File: config.mk
export PLATFORM = sky130hd
export DESIGN_NAME = uc_multiciclo
export DESIGN_NICKNAME = d
export VERILOG_FILES = /design/src/rtl/uc_multiciclo.sv
export SDC_FILE = /design/constraint.sdc
export NUM_CORES = 1
export LEC_CHECK = 0
export CAP_MARGIN = 20
export CORE_MARGIN = 3
export CORE_UTILIZATION = 32
export CTS_CLUSTER_SIZE = 24
export DETAILED_ROUTE_END_ITERATION = 10
export HOLD_SLACK_MARGIN = 0.03
export PLACE_DENSITY = 0.58
export SLEW_MARGIN = 30
export SYNTH_ARGS = -nofsm -noshare
export SYNTH_HDL_FRONTEND = slang
export SYNTH_SLANG_ARGS = --single-unit
File: constraint.sdc
create_clock -name clk -period 4 [get_ports clk]
set_input_delay 0.6 -clock clk [delete_from_list [all_inputs] [get_ports clk]]
set_output_delay 0.6 -clock clk [all_outputs]
set_load 0.005 [all_outputs]
File: src/rtl/uc_multiciclo.sv
// -----------------------------------------------------------------------------
// uc_multiciclo -- multicycle control unit
//
// Owns the program counter and fetches from a synchronous program memory. Each
// instruction is sequenced through FETCH -> DECODE -> EXEC, which takes three
// cycles. HALT parks the unit in HALTED until reset. CALL/RET use an internal
// LIFO return-address stack. Stack overflow and underflow are reported through
// sticky flags.
//
// Ports
//   clk      rising-edge clock
//   reset    asynchronous, active-low reset
//   pc       instruction address to program memory
//   instr    program memory read data (valid one cycle after pc)
//   z        zero flag from the datapath
//   ir       instruction register (datapath takes its fields from here)
//   we3      register file write enable        (EXEC only)
//   s_inm    1: immediate, 0: ALU result       (EXEC only)
//   op       ALU operation                     (EXEC only)
//   halted   set once HALT has executed
//   stk_ovf  sticky: CALL attempted with stack full
//   stk_unf  sticky: RET attempted with stack empty
//   illegal  one-cycle pulse in EXEC for an undefined opcode
// -----------------------------------------------------------------------------
module uc_multiciclo #(
    parameter int PCW   = 10,
    parameter int IW    = 16,
    parameter int DEPTH = 4
) (
    input  logic           clk,
    input  logic           reset,
    output logic [PCW-1:0] pc,
    input  logic [IW-1:0]  instr,
    input  logic           z,
    output logic [IW-1:0]  ir,
    output logic           we3,
    output logic           s_inm,
    output logic [2:0]     op,
    output logic           halted,
    output logic           stk_ovf,
    output logic           stk_unf,
    output logic           illegal
);

    // sp counts 0..DEPTH, so it needs one more code than the stack index.
    localparam int SPW = $clog2(DEPTH + 1);
    localparam int AW  = (DEPTH > 1) ? $clog2(DEPTH) : 1;

    localparam logic [5:0] OP_JMP  = 6'b010000;
    localparam logic [5:0] OP_JZ   = 6'b010001;
    localparam logic [5:0] OP_JNZ  = 6'b010010;
    localparam logic [5:0] OP_CALL = 6'b010011;
    localparam logic [5:0] OP_RET  = 6'b010100;
    localparam logic [5:0] OP_HALT = 6'b111111;

    typedef enum logic [1:0] {
        FETCH,
        DECODE,
        EXEC,
        HALTED
    } state_t;

    state_t         state;
    logic [SPW-1:0] sp;
    logic [PCW-1:0] stack [DEPTH];

    logic [5:0]     opc;
    logic [PCW-1:0] target;
    logic [PCW-1:0] pc_inc;
    logic [SPW-1:0] sp_dec;
    logic [AW-1:0]  wr_idx;
    logic [AW-1:0]  rd_idx;
    logic           stk_full;
    logic           stk_empty;
    logic           do_push;

    assign opc       = ir[IW-1 -: 6];
    assign target    = ir[PCW-1:0];
    assign pc_inc    = pc + PCW'(1);          // wraps modulo 2^PCW
    assign sp_dec    = sp - SPW'(1);
    assign wr_idx    = sp[AW-1:0];
    assign rd_idx    = sp_dec[AW-1:0];
    assign stk_full  = (sp == SPW'(DEPTH));
    assign stk_empty = (sp == '0);
    assign do_push   = (state == EXEC) && (opc == OP_CALL) && !stk_full;

    // -------------------------------------------------------------------------
    // Return-address stack storage.
    // NOTE: storage has no reset; sp alone defines which entries are live.
    // Gating with reset keeps a reset that lands on the EXEC edge from
    // leaving a half-done CALL behind.
    // -------------------------------------------------------------------------
    always_ff @(posedge clk) begin
        if (reset && do_push) begin
            stack[wr_idx] <= pc_inc;
        end
    end

    // -------------------------------------------------------------------------
    // Sequencer, program counter, instruction register, stack pointer, flags.
    // NOTE: all state here uses non-blocking assignments so every register
    // sees the pre-edge values of the others.
    // -------------------------------------------------------------------------
    always_ff @(posedge clk or negedge reset) begin
        if (!reset) begin
            state   <= FETCH;
            pc      <= '0;
            ir      <= '0;
            sp      <= '0;
            halted  <= 1'b0;
            stk_ovf <= 1'b0;
            stk_unf <= 1'b0;
        end else begin
            case (state)
                FETCH: begin
                    state <= DECODE;
                end
                DECODE: begin
                    ir    <= instr;
                    state <= EXEC;
                end
                EXEC: begin
                    state <= FETCH;
                    // ALU, load-immediate and undefined opcodes all fall through.
                    pc    <= pc_inc;
                    case (opc)
                        OP_JMP: pc <= target;
                        OP_JZ:  pc <= z ? target : pc_inc;
                        OP_JNZ: pc <= z ? pc_inc : target;
                        OP_CALL: begin
                            if (stk_full) begin
                                stk_ovf <= 1'b1;
                            end else begin
                                sp <= sp + SPW'(1);
                                pc <= target;
                            end
                        end
                        OP_RET: begin
                            if (stk_empty) begin
                                stk_unf <= 1'b1;
                            end else begin
                                sp <= sp_dec;
                                pc <= stack[rd_idx];
                            end
                        end
                        OP_HALT: begin
                            pc     <= pc;
                            halted <= 1'b1;
                            state  <= HALTED;
                        end
                        default: ;
                    endcase
                end
                HALTED: ;
                default: state <= FETCH;
            endcase
        end
    end

    // -------------------------------------------------------------------------
    // Datapath controls are decoded straight from ir during EXEC. Because
    // state resets asynchronously, a reset in EXEC drops we3 without a clock.
    // NOTE: every output gets a default first so no latch is inferred.
    // -------------------------------------------------------------------------
    always_comb begin
        we3     = 1'b0;
        s_inm   = 1'b0;
        op      = 3'b000;
        illegal = 1'b0;
        if (state == EXEC) begin
            case (opc)
                OP_JMP, OP_JZ, OP_JNZ, OP_CALL, OP_RET, OP_HALT: ;
                default: begin
                    if (opc[5:3] == 3'b000) begin
                        we3 = 1'b1;
                        op  = opc[2:0];
                    end else if (opc[5:3] == 3'b001) begin
                        we3   = 1'b1;
                        s_inm = 1'b1;
                    end else begin
                        illegal = 1'b1;
                    end
                end
            endcase
        end
    end

endmodule

-- After elaboration in Yosys (flattened, before gate mapping)
Memory sizes are Yosys's and may differ from the RTL's.
Cells that the tools add are included.
- reductions and logical operators: 15
- add/sub/neg operators: 3
- bitwise logic cells: 1
- mux-type cells: 26
- equality and inequality tests: 12
- operators with widths (operator ; count):
    $pmux W10 S6 ; 1
    $mux W10 ; 4
    $eq A6 B5 Y1 const B ; 5
    $mux W3 ; 5
    $mux W1 ; 13
    $add A10 B1 Y10 const B ; 1
    $eq A6 B6 Y1 const B ; 1
    $logic_not A3 Y1 ; 2
    $pmux W2 S3 ; 1
    $pmux W3 S2 ; 1
    $reduce_and A3 Y1 ; 2
    $reduce_or A6 Y1 ; 1
    $ne A2 B2 Y1 const B ; 2
    $reduce_and A2 Y1 ; 2
    $reduce_and A4 Y1 ; 1
    $add A3 B1 Y3 const B ; 1
    $eq A3 B1 Y1 const B ; 1
    $eq A3 B3 Y1 const B ; 1
    $logic_and A1 B1 Y1 ; 3
    $reduce_bool A3 Y1 ; 1
    $sub A3 B1 Y3 const B ; 1
    $eq A2 B1 Y1 const B ; 1
    $eq A2 B2 Y1 const B ; 1
    $logic_not A2 Y1 ; 1
    other kinds (4) ; 4
- output and inout port bits: 35
- memory bits (writable): 40
- register bits: 34
- memories kept: 1
- logic and storage cells: 65
- memories (memory ; words ; bits a word ; rd ports ; clocked after Yosys merged registers in ; write ports ; line ; RTL):
    stack ; 4 ; 10 ; 1 ; 0 ; 1 ; 65 ; logic [PCW-1:0] stack [DEPTH];

-- Longest topological paths before layout
- depth after elaboration: 6
- mapped depth: 8
- gate-level depth less buffers: 7

-- Least setup slack after synthesis
No wires, ideal clock.
- kind: register to register
- from: reg sp[0]
- to: reg pc[7]
- required time: 3855 ps
- slack: 1807 ps
- arrival time: 2048 ps
- cell stages (with the launch flop): 9
- path through: dfrtp_1 buf_6 inv_1 ha_1 buf_1 mux4_1 a22o_1 o21ai_1 a31oi_1
- longest elaborated chain between the ends: 4
- elaborated cells between the ends (all ways): 7
- classes of those cells: add/sub: 1; eq/ne: 1; mux: 3; reduce/logical: 1; memory: 1
- RTL lines (item ; line ; RTL):
    from (decl) ; 64 ; logic [SPW-1:0] sp;
    from (signal assigned) ; 134 ; sp <= sp + SPW'(1);
    from (signal assigned) ; 142 ; sp <= sp_dec;
    $sub A3 B1 Y3 ; 80 ; assign sp_dec = sp - SPW'(1);
    $mem_v2 Z4 W10 ; - ;
    $mux W10 ; 139 ; if (stk_empty) begin
    $pmux W10 S6 * ; 126 ; case (opc)
    to (signal assigned) ; 125 ; pc <= pc_inc;
    to (signal assigned) ; 127 ; OP_JMP: pc <= target;
    to (signal assigned) ; 128 ; OP_JZ: pc <= z ? target : pc_inc;
    to (decl) ; 32 ; output logic [PCW-1:0] pc,
Every way passes the cells marked *; elsewhere a longest branch is shown, timed or not.
A chain may end at the register's enable or synchronous reset.

-- Final worst setup path
- from: reg state[0]
- to: out illegal
- longest elaborated chain between the ends: 2
- RTL lines (item ; line ; RTL):
    from (decl) ; 63 ; state_t state;
    from (signal assigned) ; 106 ; state <= FETCH;
    from (signal assigned) ; 116 ; state <= DECODE;
    from (signal assigned) ; 120 ; state <= EXEC;
    $eq A2 B2 Y1 ; 170 ; if (state == EXEC) begin
    $mux W1 ; 170 ;
    to (decl) ; 42 ; output logic illegal
No other way between the ends.

==> results.md <==
- Outcome: completed
- Resized Gates After CTS: 0
- Core area: between 10000 and 15000 um^2
- ANT nets after route: 0
- WP data arrival: 2240 ps
- DR vias/cell: between 5 and 6
- First-pass GRT wire length: approximately 13000 um
- Synth async-reset ratio: 0.459
- Gr usage total: 0.138
- Antenna violations before repair: 0
- Yosys reg bits: 74
- Slew headroom: 0.438
- Clock skew: 11.1 ps
- GP Congestion: just under 0.8
- Worst VDD drop: a little over 0.3 mV
- H-tree depth: 3
- Total Die Area: approximately 12000 um^2
- DR WL/cell: roughly 18 um
- Rows: 37
- Fill cells: around 950
- DIE WIDTH: approximately 110 um
- Design Area, Final: between 4000 and 5000 um^2
- DP Area: around 4200 um^2
- Via count: approximately 2300
- Share of cells above drive strength 1: 0.150
- CTS clock-pin slew for the worst setup and hold paths: ~90 ps
- Worst Setup Path Type: reg -> out
- Crit path time final: 2840 ps
- Switching share of power: 0.356
- Total Power: approximately 3000 uW
- Final TNS setup: 0 ps
- Sequential share of power: 0.422
- Max-cap violations: 0
- Synth-to-layout area growth: 24.4%
- Crit Path Max Fanout: 15
- DRC errors left: 0
- RSZ-0062 raised after global routing: false
- Initial Utilization: 0.335
- CTS tree: yes
- Ant. Diodes: 0
- First DRT Iteration DRCs: between 150 and 200
- NetSw: between 1000 and 1500 uW
- First-pass iteration count of the detailed router: 5
- Internal power: 1930 uW
- Post-synthesis sequential area ratio: 0.582
- Lkg Pwr: 0.00163 uW
- DP HPWL: 5730 um
- Combinational Power Share: 0.369
- Yosys warns: 0
- Clk pwr share: 0.209
- Root Driver: clkbuf_8
- CTS Buf Count: 9
- Final hold viol count: 0
- Number of synthesized flops with an enable pin: 40
- Pwr dens: approximately 680 nW/um^2
- Vias in the first global route: between 2000 and 2500
- Slew Viols, Final: 0
- GRT overflow: 0
- Worst path required time: around 3400 ps
- CP startpoint: state[0]
- Buffers on Ports: 53
- Syn Std Cell Area: 3520 um^2
- Worst-margin pin slew: 843 ps
- Post-CTS Hold Buffers: 0
- Die Y: 111 um
- Total I/O pin count: 54
- FF-to-FF Start: ir[13]
- # clock sinks: 74
- Longest Clk Path Bufs: 2
- Hold Crit Class: in -> async
- Total wire length: a little over 8000 um
- Largest net degree at the start of global routing: 36
- Post-CTS setup buffers: 0
- Setup violators final: 0
- Syn nets: around 290
- Post-Synthesis Cells: 260
- Clock Latency Late Sink: around 350 ps
- Crit end category: output port
- Final period util: 0.710
- Unique masters post-synth: 47
- Mapped Avg Cell Area: between 10 and 15 um^2
- Peak Freq: roughly 350 MHz
- CP Launch Type: register
- Nets: 343
- Most used DFF post-synth: edfxtp_1
routing by layer:
metal / wire length [um] / share of wire / GRT usage / vias up
li1: - / - / - / 1095
met1: 3820 / 0.46 / 0.192 / 1150
met2: 3920 / 0.48 / 0.208 / 70
met3: 406 / 0.049 / 0.0431 / 6
met4: 81 / 0.0098 / 0.0394 / 0
met5: 0 / 0 / 0 / -
worst paths after layout:
path	endpoint	slack, ps	depth (start not counted)
setup / recovery	illegal	1160	6
hold / removal	sp[0]	270	2
setup reg to reg	stack[3][6]	1600	4
hold reg to reg	halted	480	1
max in group asynchronous	ir[8]	3420	2
min in group clk	halted	480	1
critical path, cell delays in order (launching register included):
cell and delay, ps:
dfrtp_1 420, inv_1 70, ha_1 340, o21ai_1 120, buf_4 200, nor3b_1 200, clkdlybuf4s50_1 530
Yosys cell counts (2+ instances only):
library cell  count  area [um^2]
a211oi_1          2         15.0
xnor2_1           6         52.6
edfxtp_1         40         1200
o21ai_1           8         40.0
buf_2             5         25.0
a22o_1            2         17.5
nand4_1           3         18.8
nor2b_1           8         50.1
clkbuf_1          4         15.0
mux4_1            4          105
nand2b_1          2         12.5
o21ai_0           5         25.0
mux4_2            6          135
nor3b_1           4         30.0
buf_6             2         22.5
nand2_1          15         56.3
nor3_1            3         15.0
and2_1            6         37.5
a31oi_1           3         18.8
mux2_2           16          180
a221oi_2          2         30.0
nor2_1           12         45.0
ha_1              9          113
o31ai_1           2         15.0
xor2_1            4         35.0
a41o_1            2         20.0
dfrtp_1          34          851
nor3b_4           2         37.5
mux2i_1           2         20.0
o22ai_1           2         12.5
and3_1            3         18.8
inv_1            13         48.8
a221oi_1          6         52.6
nand3_1           8         40.0
a21oi_1           3         15.0
layout make-up:
type	instances	area, um^2	area share
clock buffers	9	124	0.0283
clock inverters	7	83.8	0.0191
inverters	13	48.8	0.0111
multi-input cells	161	1360	0.309
flip-flops and latches	74	2050	0.468
well taps	136	170	0.0388
repair buffers	56	548	0.125
cells in the final DEF (no fill, tap or decap), types with 9 or more instances in the layout:
master,synthesis,layout
dfrtp_1,34,34
edfxtp_1,40,40
ha_1,9,9
clkdlybuf4s50_1,0,52
inv_1,13,13
nor2_1,12,12
clkbuf_8,0,9
mux2_2,16,16
nand2_1,15,15
through the flow:
step | cells | setup slack, ps | utilization | hold slack (ps)
5_1_grt | 456 | 941 | 0.417 | 293
3_3_place_gp | 440 | 1480 | 0.397 | 456
3_5_place_dp | 440 | 1500 | 0.397 | 461
4_1_cts | 456 | 1090 | 0.417 | 278
6_report | 456 | 1160 | 0.417 | 268
2_1_floorplan | 260 | 1810 | - | 304
flip-flops by register name, indices dropped and copies added (netlist names):
register,flops
halted,1
sp,3
ir,16
stk_unf,1
stack,40
state,2
stk_ovf,1
pc,10
kinds of logic after synthesis:
group                    after synthesis  share of synthesized area
AND/OR/NAND/NOR                       74                      0.122
multiplexers                          28                      0.125
flip-flops                            74                      0.582
buffers and inverters                 25                     0.0327
AO/OA/AOI/OAI                         40                     0.0813
XOR/XNOR                              10                     0.0249
adder cells (fa/ha/maj)                9                     0.0320
power by group through the flow:
stage          Sequential [uW]  Clock [uW]  Combinational [uW]
4_1_cts                   1270         642                1120
3_5_place_dp              1280           0                1110
6_report                  1260         624                1100
3_3_place_gp              1280           0                1090
2_1_floorplan             1190           0                 673
5_1_grt                   1290         675                1210
No activity file was read; power rests on OpenSTA's default activity.
